==> src/rtl/instr_fetch_unit.sv <==
// Instruction fetch stage: issues word reads to instruction memory over req/ack,
// buffers one instruction under decode backpressure, and reports sticky fetch errors.
module instr_fetch_unit #(
    parameter logic [31:0] RESET_PC     = 32'h0000_3000,
    parameter int          IMEM_TIMEOUT = 16
) (
    input  logic        clk,
    input  logic        PcReSet,
    input  logic [31:0] PC,
    input  logic        flush,
    input  logic        id_ready,
    input  logic        imem_ack,
    input  logic [31:0] imem_rdata,
    output logic        imem_req,
    output logic [31:0] imem_addr,
    output logic        id_valid,
    output logic [31:0] id_instr,
    output logic [31:0] id_pc,
    output logic [31:0] id_pc_plus4,
    output logic        pc_stall,
    output logic        fetch_err
);

    localparam int CW = $clog2(IMEM_TIMEOUT) + 1;

    typedef enum logic [1:0] {IDLE, WAIT, HOLD, ERR} state_t;

    state_t          state, state_nxt;
    logic            req_nxt, valid_nxt, drop, drop_nxt, err_nxt;
    logic [31:0]     addr_nxt, instr_nxt, pc_nxt;
    logic            skid_valid, skid_valid_nxt;
    logic [31:0]     skid_instr, skid_instr_nxt, skid_pc, skid_pc_nxt;
    logic [CW-1:0]   cnt, cnt_nxt;
    logic            load_id;
    logic [31:0]     ld_instr, ld_pc;

    // NOTE: sequential state uses non-blocking assignments so every register
    // samples pre-edge values regardless of statement order.
    always_ff @(posedge clk or posedge PcReSet) begin
        if (PcReSet) state <= IDLE;
        else         state <= state_nxt;
    end

    always_ff @(posedge clk or posedge PcReSet) begin
        if (PcReSet) begin
            imem_req   <= 1'b0;
            imem_addr  <= '0;
            id_valid   <= 1'b0;
            id_instr   <= '0;
            id_pc      <= RESET_PC;
            skid_valid <= 1'b0;
            skid_instr <= '0;
            skid_pc    <= '0;
            drop       <= 1'b0;
            cnt        <= '0;
            fetch_err  <= 1'b0;
        end else begin
            imem_req   <= req_nxt;
            imem_addr  <= addr_nxt;
            id_valid   <= valid_nxt;
            id_instr   <= instr_nxt;
            id_pc      <= pc_nxt;
            skid_valid <= skid_valid_nxt;
            skid_instr <= skid_instr_nxt;
            skid_pc    <= skid_pc_nxt;
            drop       <= drop_nxt;
            cnt        <= cnt_nxt;
            fetch_err  <= err_nxt;
        end
    end

    // NOTE: every signal gets a default before the case so no path leaves a
    // value unassigned, which would otherwise infer a latch.
    always_comb begin
        state_nxt      = state;
        req_nxt        = imem_req;
        addr_nxt       = imem_addr;
        drop_nxt       = drop;
        cnt_nxt        = cnt;
        err_nxt        = fetch_err;
        skid_valid_nxt = skid_valid;
        skid_instr_nxt = skid_instr;
        skid_pc_nxt    = skid_pc;
        load_id        = 1'b0;
        ld_instr       = '0;
        ld_pc          = '0;

        case (state)
            IDLE: begin
                // The PC is being redirected during a flush, so no fetch starts from it.
                if (flush) begin
                    state_nxt = IDLE;
                end else if (PC[1:0] != 2'b00) begin
                    state_nxt = ERR;
                    err_nxt   = 1'b1;
                end else begin
                    addr_nxt  = PC;
                    req_nxt   = 1'b1;
                    cnt_nxt   = '0;
                    drop_nxt  = 1'b0;
                    state_nxt = WAIT;
                end
            end
            WAIT: begin
                if (imem_ack) begin
                    req_nxt   = 1'b0;
                    state_nxt = IDLE;
                    if (drop || flush) begin
                        state_nxt = IDLE;
                    end else if (!id_valid || id_ready) begin
                        load_id  = 1'b1;
                        ld_instr = imem_rdata;
                        ld_pc    = imem_addr;
                    end else begin
                        skid_valid_nxt = 1'b1;
                        skid_instr_nxt = imem_rdata;
                        skid_pc_nxt    = imem_addr;
                        state_nxt      = HOLD;
                    end
                end else begin
                    if (flush) drop_nxt = 1'b1;
                    if (cnt == CW'(IMEM_TIMEOUT - 1)) begin
                        state_nxt = ERR;
                        req_nxt   = 1'b0;
                        err_nxt   = 1'b1;
                    end else begin
                        cnt_nxt = cnt + CW'(1);
                    end
                end
            end
            HOLD: begin
                if (flush) begin
                    skid_valid_nxt = 1'b0;
                    state_nxt      = IDLE;
                end else if (id_ready) begin
                    load_id        = 1'b1;
                    ld_instr       = skid_instr;
                    ld_pc          = skid_pc;
                    skid_valid_nxt = 1'b0;
                    state_nxt      = IDLE;
                end
            end
            ERR: begin
                req_nxt = 1'b0;
            end
            default: state_nxt = IDLE;
        endcase
    end

    // Output slot: flush beats a new load, a load beats a plain drain.
    always_comb begin
        valid_nxt = id_valid;
        instr_nxt = id_instr;
        pc_nxt    = id_pc;
        if (flush) begin
            valid_nxt = 1'b0;
        end else if (load_id) begin
            valid_nxt = 1'b1;
            instr_nxt = ld_instr;
            pc_nxt    = ld_pc;
        end else if (id_ready) begin
            valid_nxt = 1'b0;
        end
    end

    assign pc_stall    = !((state == WAIT && imem_ack && !drop && !flush) ||
                           (flush && state != ERR));
    assign id_pc_plus4 = id_pc + 32'd4;

endmodule

==> config.mk <==
export PLATFORM = sky130hd
export DESIGN_NAME = instr_fetch_unit
export DESIGN_NICKNAME = d
export VERILOG_FILES = /design/src/rtl/instr_fetch_unit.sv
export SDC_FILE = /design/constraint.sdc
export NUM_CORES = 1
export LEC_CHECK = 0
export ABC_CLOCK_PERIOD_IN_PS = 12900
export CORE_UTILIZATION = 30
export CTS_BUF_LIST = sky130_fd_sc_hd__clkbuf_16
export DETAILED_ROUTE_END_ITERATION = 16
export GPL_ROUTABILITY_DRIVEN = 0
export PLACE_DENSITY = 0.5
export SLEW_MARGIN = 20
export SYNTH_ARGS = -nofsm -noshare
export SYNTH_HDL_FRONTEND = slang
export SYNTH_SLANG_ARGS = --single-unit
==> constraint.sdc <==
create_clock -name clk -period 12.9 [get_ports clk]
set_clock_uncertainty 0.15 [all_clocks]
set_input_delay 3.87 -clock clk [delete_from_list [all_inputs] [get_ports clk]]
set_output_delay 3.87 -clock clk [all_outputs]
set_load 0.02 [all_outputs]
# ---- After elaboration in Yosys (flattened, before gate mapping)
# Cells that the tools add are included.
dict set report word_totals {
  reg_bits 171
  inputBits 69
  out_inout_bits 132
  word_cells 104
}
dict set report classes {
  n_addsub 2
  eq_ne 14
  n_mux 48
  bitwise 4
  reduce_logical 25
}
# cell n
set ops {}
lappend ops {{$mux 32} 8}
lappend ops {{$pmux 32 s2} 2}
lappend ops {{$add 32x3->32 const B} 1}
lappend ops {{$mux 1} 20}
lappend ops {{$mux 5} 4}
lappend ops {{$mux 2} 8}
lappend ops {{$ne 2x2->1 const B} 8}
lappend ops {{$reduce_and 5->1} 3}
lappend ops {{$pmux 5 s2} 1}
lappend ops {{$reduce_bool 3->1} 3}
lappend ops {{$reduce_and 4->1} 2}
lappend ops {{$ne 3x3->1 const B} 2}
lappend ops {{$pmux 1 s2} 3}
lappend ops {{$pmux 2 s3} 1}
lappend ops {{$reduce_and 3->1} 2}
lappend ops {{$add 5x1->5 const B} 1}
lappend ops {{$eq 5x4->1 const B} 1}
lappend ops {{$eq 2x2->1 const B} 2}
lappend ops {{$logic_and 1x1->1} 4}
lappend ops {{$logic_not 1->1} 4}
lappend ops {{$not 1->1} 4}
lappend ops {{$reduce_bool 2->1} 2}
lappend ops {{$logic_or 1x1->1} 3}
lappend ops {{$pmux 1 s3} 1}
lappend ops {{3 further kinds} 3}

# ---- Longest topological paths before layout
dict set report depth {
  ltp_word 8
  ltp_mapped 8
  ltp_nobuf 7
}

# ---- Least setup slack after synthesis
# Ideal clock, no wire load.
dict set report synth_path {
  kind {input-to-output}
  from {input port flush}
  to {output port pc_stall}
  arrival_time_ns 4.495
  t_required_ns 8.880
  slack_ns 4.385
  stages 3
  path_buffers 1
  path_cell_list {buf_2 > nor4bb_2 > a21oi_1}
}
dict set report synth_via {
  elab_chain_cells 4
  elab_cells_between_ends 5
  cone_classes {reduce/logical (5)}
}
# element line_no
set synth_lines {}
lappend synth_lines {{start, declared} 10} ;# input logic flush,
lappend synth_lines {{$logic_not 1->1} 166} ;# assign pc_stall = !((state == WAIT && imem_ack && !drop && !flush) ||
lappend synth_lines {{$logic_and 1x1->1} 166}
lappend synth_lines {{$logic_or 1x1->1 (*)} 166}
lappend synth_lines {{$logic_not 1->1 (*)} 166}
lappend synth_lines {{end, declared} 20} ;# output logic pc_stall,
# Mark *: on every way between the ends. The rest lies on a longest branch, timed or not.

# ---- Worst setup path in the final report
# Ends and elaborated chain as after synthesis.

==> run summary <==
The run finished with clean final reports. Setup total negative slack on the finished layout was measured at 0 ns. The number of setup violations in the final report came out at 0. The total power came out at 1860 µW. In this run the worst setup path begins at flush. The share of final-layout standard cells stronger than drive strength 1 is 0.168.

Summed over all instances, the cell type with the most area after synthesis is sky130_fd_sc_hd__dfrtp_1. For met3 alone, demand over resource in global routing was 0.0467. The worst-case register-to-register setup slack came out at between 8 and 9 ns. The met1 capacity usage during global routing is 0.198. The number of hold violations in the final report is 0. The overall routing resource usage is 0.158.

In this run, post-CTS repair resized a total of 0 instances. The via count of the first global-routing pass came out at a little under 6000. The post-detailed-placement cell area came out at slightly above 10000 µm². The worst setup path is launched from a primary input. The clock-pin slew of the registers on the worst-case setup and hold paths is 0.07 ns.

In the synthesized netlist the dominant register cell turns out to be sky130_fd_sc_hd__dfrtp_1. The worst path needs around 9.6 ns of the cycle, external delays included. Using the TritonRoute via totals, the vias-per-cell ratio works out to slightly below 5. The total overflow reported by the global router came out at 0. The wire length of the first global-routing pass is ~33000 µm. The count of port buffers added during placement came out at 200. The number of different library cells in the post-synthesis netlist is between 40 and 50. The tree is rooted in a sky130_fd_sc_hd__clkbuf_16. The worst hold path belongs to the class register to register.

The combined flip-flop and latch cell area came out at roughly 4300 µm². The synthesized flop and latch total is 171. Yosys mapped a number of flops with a built-in enable equal to 0. The cell with the largest stage delay on the worst path is sky130_fd_sc_hd__clkdlybuf4s50_1. The clock drives between 150 and 200 sinks. The worst setup path is of the primary input to output pin kind. The total iterations of the first detailed-routing run came out at 5.

The data arrival time of the critical path is between 5 and 6 ns. The critical path ends at pc_stall. The post-synthesis cell area is approximately 7900 µm². The async set-or-reset flop fraction in the synthesized netlist is 1.00. The required time of the critical path came out at between 8 and 9 ns. The pin count of the biggest net entering global routing came out at slightly above 100. Max-cap violations in this run came to 0. Among cell families on the critical path, the largest total delay comes from buffers and inverters. The final design area excluding fillers is about 11000 µm².

The core outline area is roughly 25000 µm². The maximum root-to-sink buffer count came out at 2. The share of the synthesized area in the top cell type came out at 0.539. The standby leakage power is 0.00494 µW. At the pin with the least slew margin, the transition time is 0.995 ns.

The number of max-slew violations in the final report is 0. The worst-path maximum fanout came out at 9. The logic depth of the worst setup path including buffers is 4. The later pin in the worst-skew pair is clocked with a latency of about 0.42 ns.

The sequential cell area fraction in the yosys report is 0.545. The count of antenna diodes in the layout came out at 0. The endpoint kind of the worst setup timing path is an output pin. The cell depth of the worst flop-to-flop path came out at 8. The number of antenna violations at the first check in global routing is 0. The mean instance size in the synthesized netlist came out at 13.5 µm². The detailed router finished its first iteration with 317 violations. Counting both buffers and inverters, the worst setup path holds a total of 2. The number of design rule violations left after detail routing came out at 0. The final HPWL from detailed placement is about 13000 µm. The largest voltage drop on the vdd net is between 0.07 and 0.08 mV. The initial cell density of the core came out at 0.309. The per-cell routed wire length is between 15 and 20 µm. The floorplan step defined a die boundary enclosing 26800 µm². The CTS tree is done. The area of the multi-input gates is 3340 µm². The total power divided by cell area came out at between 150 and 200 nW/µm². The met2 routing resource usage after global routing is 0.262. The die span in y came out at 164 µm. The worst hold-check slack came out at roughly 0.31 ns.

The cell count after synthesis came out at ~580. Leaving out fill and tap cells, the most frequent cell in the layout is sky130_fd_sc_hd__clkdlybuf4s50_1. The worst flop-to-flop path endpoint is id_instr[1]. Counting stages on the worst path, the most repeated cell is sky130_fd_sc_hd__clkdlybuf4s50_1. When the netlist entered floorplanning its net count stood at around 660. The detail route stage leaves a number of antenna-violating nets equal to 0.

The final net count came out at ~850. The quantity of hold-fixing buffers added after cts is 0. The maximum cell stage delay along the critical path is 0.56 ns.

By area the synthesized netlist is led by sky130_fd_sc_hd__dfrtp_1 (54%), sky130_fd_sc_hd__mux2_2 (12%), sky130_fd_sc_hd__mux2_1 (9.9%). The number of rows in the core area is between 50 and 60. Pin placement for this block handled 201 I/O pins. Once the clock tree was built, the setup fixing pass inserted 0 buffers. The worst register-to-register path begins at state[1].

The routed layout has between 5000 and 6000 vias. In the finished design, the share of the clock period the worst path needs comes to 0.746. The area growth from synthesis to layout is 36.7%. After global routing, the most crowded layer is met2. The depth of the CTS H-tree came out at 4. The CTS buffer count came out at 17. The startpoint identified for the worst hold timing path is fetch_err. Headroom to the max-slew limit came out at 0.337.

The final layout contains routed wiring with a total length of 20300 µm. The upper clock frequency limit came out at just over 100 MHz. The Yosys warning count is 0. The critical path goes through clkdlybuf4s50_1 > nor4bb_2 > a21oi_1 > clkdlybuf4s50_1. The number of fillers in the final layout came out at between 2000 and 2500. The die boundary width is between 150 and 200 µm. In the layout the commonest cells are sky130_fd_sc_hd__clkdlybuf4s50_1 (200), sky130_fd_sc_hd__dfrtp_1 (169), sky130_fd_sc_hd__mux2_2 (87). Setup repair after global routing left no endpoint under its margin.
-- sequential cells by signal (all words and copies together), names as in the netlist, 2 cells and up --
signal      flops
state           2
imem_addr      32
cnt             5
id_instr       32
skid_pc        32
skid_instr     32
id_pc          32
-- synthesized netlist by cell type, types with 3 or more instances --
cell	n
sky130_fd_sc_hd__dfrtp_1	169
sky130_fd_sc_hd__mux2_2	87
sky130_fd_sc_hd__mux2_1	69
sky130_fd_sc_hd__a22o_1	62
sky130_fd_sc_hd__xor2_1	17
sky130_fd_sc_hd__nor2_1	14
sky130_fd_sc_hd__buf_2	13
sky130_fd_sc_hd__clkbuf_1	13
sky130_fd_sc_hd__inv_1	13
sky130_fd_sc_hd__nand2_1	13
sky130_fd_sc_hd__xnor2_1	11
sky130_fd_sc_hd__ha_1	8
sky130_fd_sc_hd__buf_4	7
sky130_fd_sc_hd__nor3_1	7
sky130_fd_sc_hd__and3_1	6
sky130_fd_sc_hd__nand3_1	6
sky130_fd_sc_hd__nand4_1	6
sky130_fd_sc_hd__mux2i_1	5
sky130_fd_sc_hd__nand2b_1	4
sky130_fd_sc_hd__a21o_1	3
sky130_fd_sc_hd__a21oi_1	3
sky130_fd_sc_hd__a22oi_1	3
sky130_fd_sc_hd__and2_1	3
sky130_fd_sc_hd__buf_6	3
sky130_fd_sc_hd__nand3b_1	3
sky130_fd_sc_hd__nor2b_1	3
sky130_fd_sc_hd__nor4_1	3
-- layer usage --
layer	part of all wire	up-vias
met2	0.47	191
met5	0	-
met1	0.44	2783
met4	0.014	0
met3	0.078	22
li1	-	2510
-- through the flow --
stage | instances | setup WS, ns | utilization
after CTS | 1109 | 3.28 | 0.421
after global placement | 1078 | 3.33 | 0.398
after detailed placement | 1078 | 3.27 | 0.398
final | 1110 | 3.27 | 0.423
after global routing | 1110 | 3.18 | 0.423
after floorplan | 582 | 4.25 | -
-- report_power, final --
group	switching (µW)	internal [µW]	leakage, µW	total (µW)
Combinational	292	292	0.00234	585
Sequential	105	644	0.00230	749
Clock	219	306	0.000296	525
Total	616	1240	0.00494	1860
-- worst min-delay path by stage --
stage,end,slack (ns),cells after the start
after floorplan,cnt[4],0.31,1
after global placement,fetch_err,0.31,1
after detailed placement,fetch_err,0.30,1
after CTS,fetch_err,0.32,1
after global routing,fetch_err,0.33,1
final,fetch_err,0.31,1
-- area by class of cell --
type / instances / share of cell area
Sequential cell: 171 / 0.399
Multi-Input combinational cell: 361 / 0.311
Timing Repair Buffer: 204 / 0.191
Clock buffer: 17 / 0.0396
Tap cell: 330 / 0.0385
Clock inverter: 14 / 0.0159
Inverter: 13 / 0.00501
-- cells by family (layout without fill, tap and decap cells) --
| kind of cell | count (synthesis) | count (layout) | synth area share |
|---|---|---|---|
| compound gates | 87 | 87 | 0.0918 |
| mux | 161 | 161 | 0.230 |
| flops | 171 | 171 | 0.545 |
| xor+xnor | 28 | 28 | 0.0312 |
| simple gates | 77 | 77 | 0.0566 |
| fa+ha+maj | 8 | 8 | 0.0127 |
| buf+inv | 50 | 248 | 0.0322 |
-- worst reg2reg max path: stages, from the launching register on --
cell,delay [ns]
sky130_fd_sc_hd__dfrtp_1,0.41
sky130_fd_sc_hd__inv_1,0.11
sky130_fd_sc_hd__ha_1,0.43
sky130_fd_sc_hd__nor4bb_2,0.51
sky130_fd_sc_hd__and2_2,0.23
sky130_fd_sc_hd__buf_4,0.65
sky130_fd_sc_hd__o211a_4,0.63
sky130_fd_sc_hd__buf_16,0.29
sky130_fd_sc_hd__mux2_1,0.41
No activity file was read; power rests on OpenSTA's default activity.
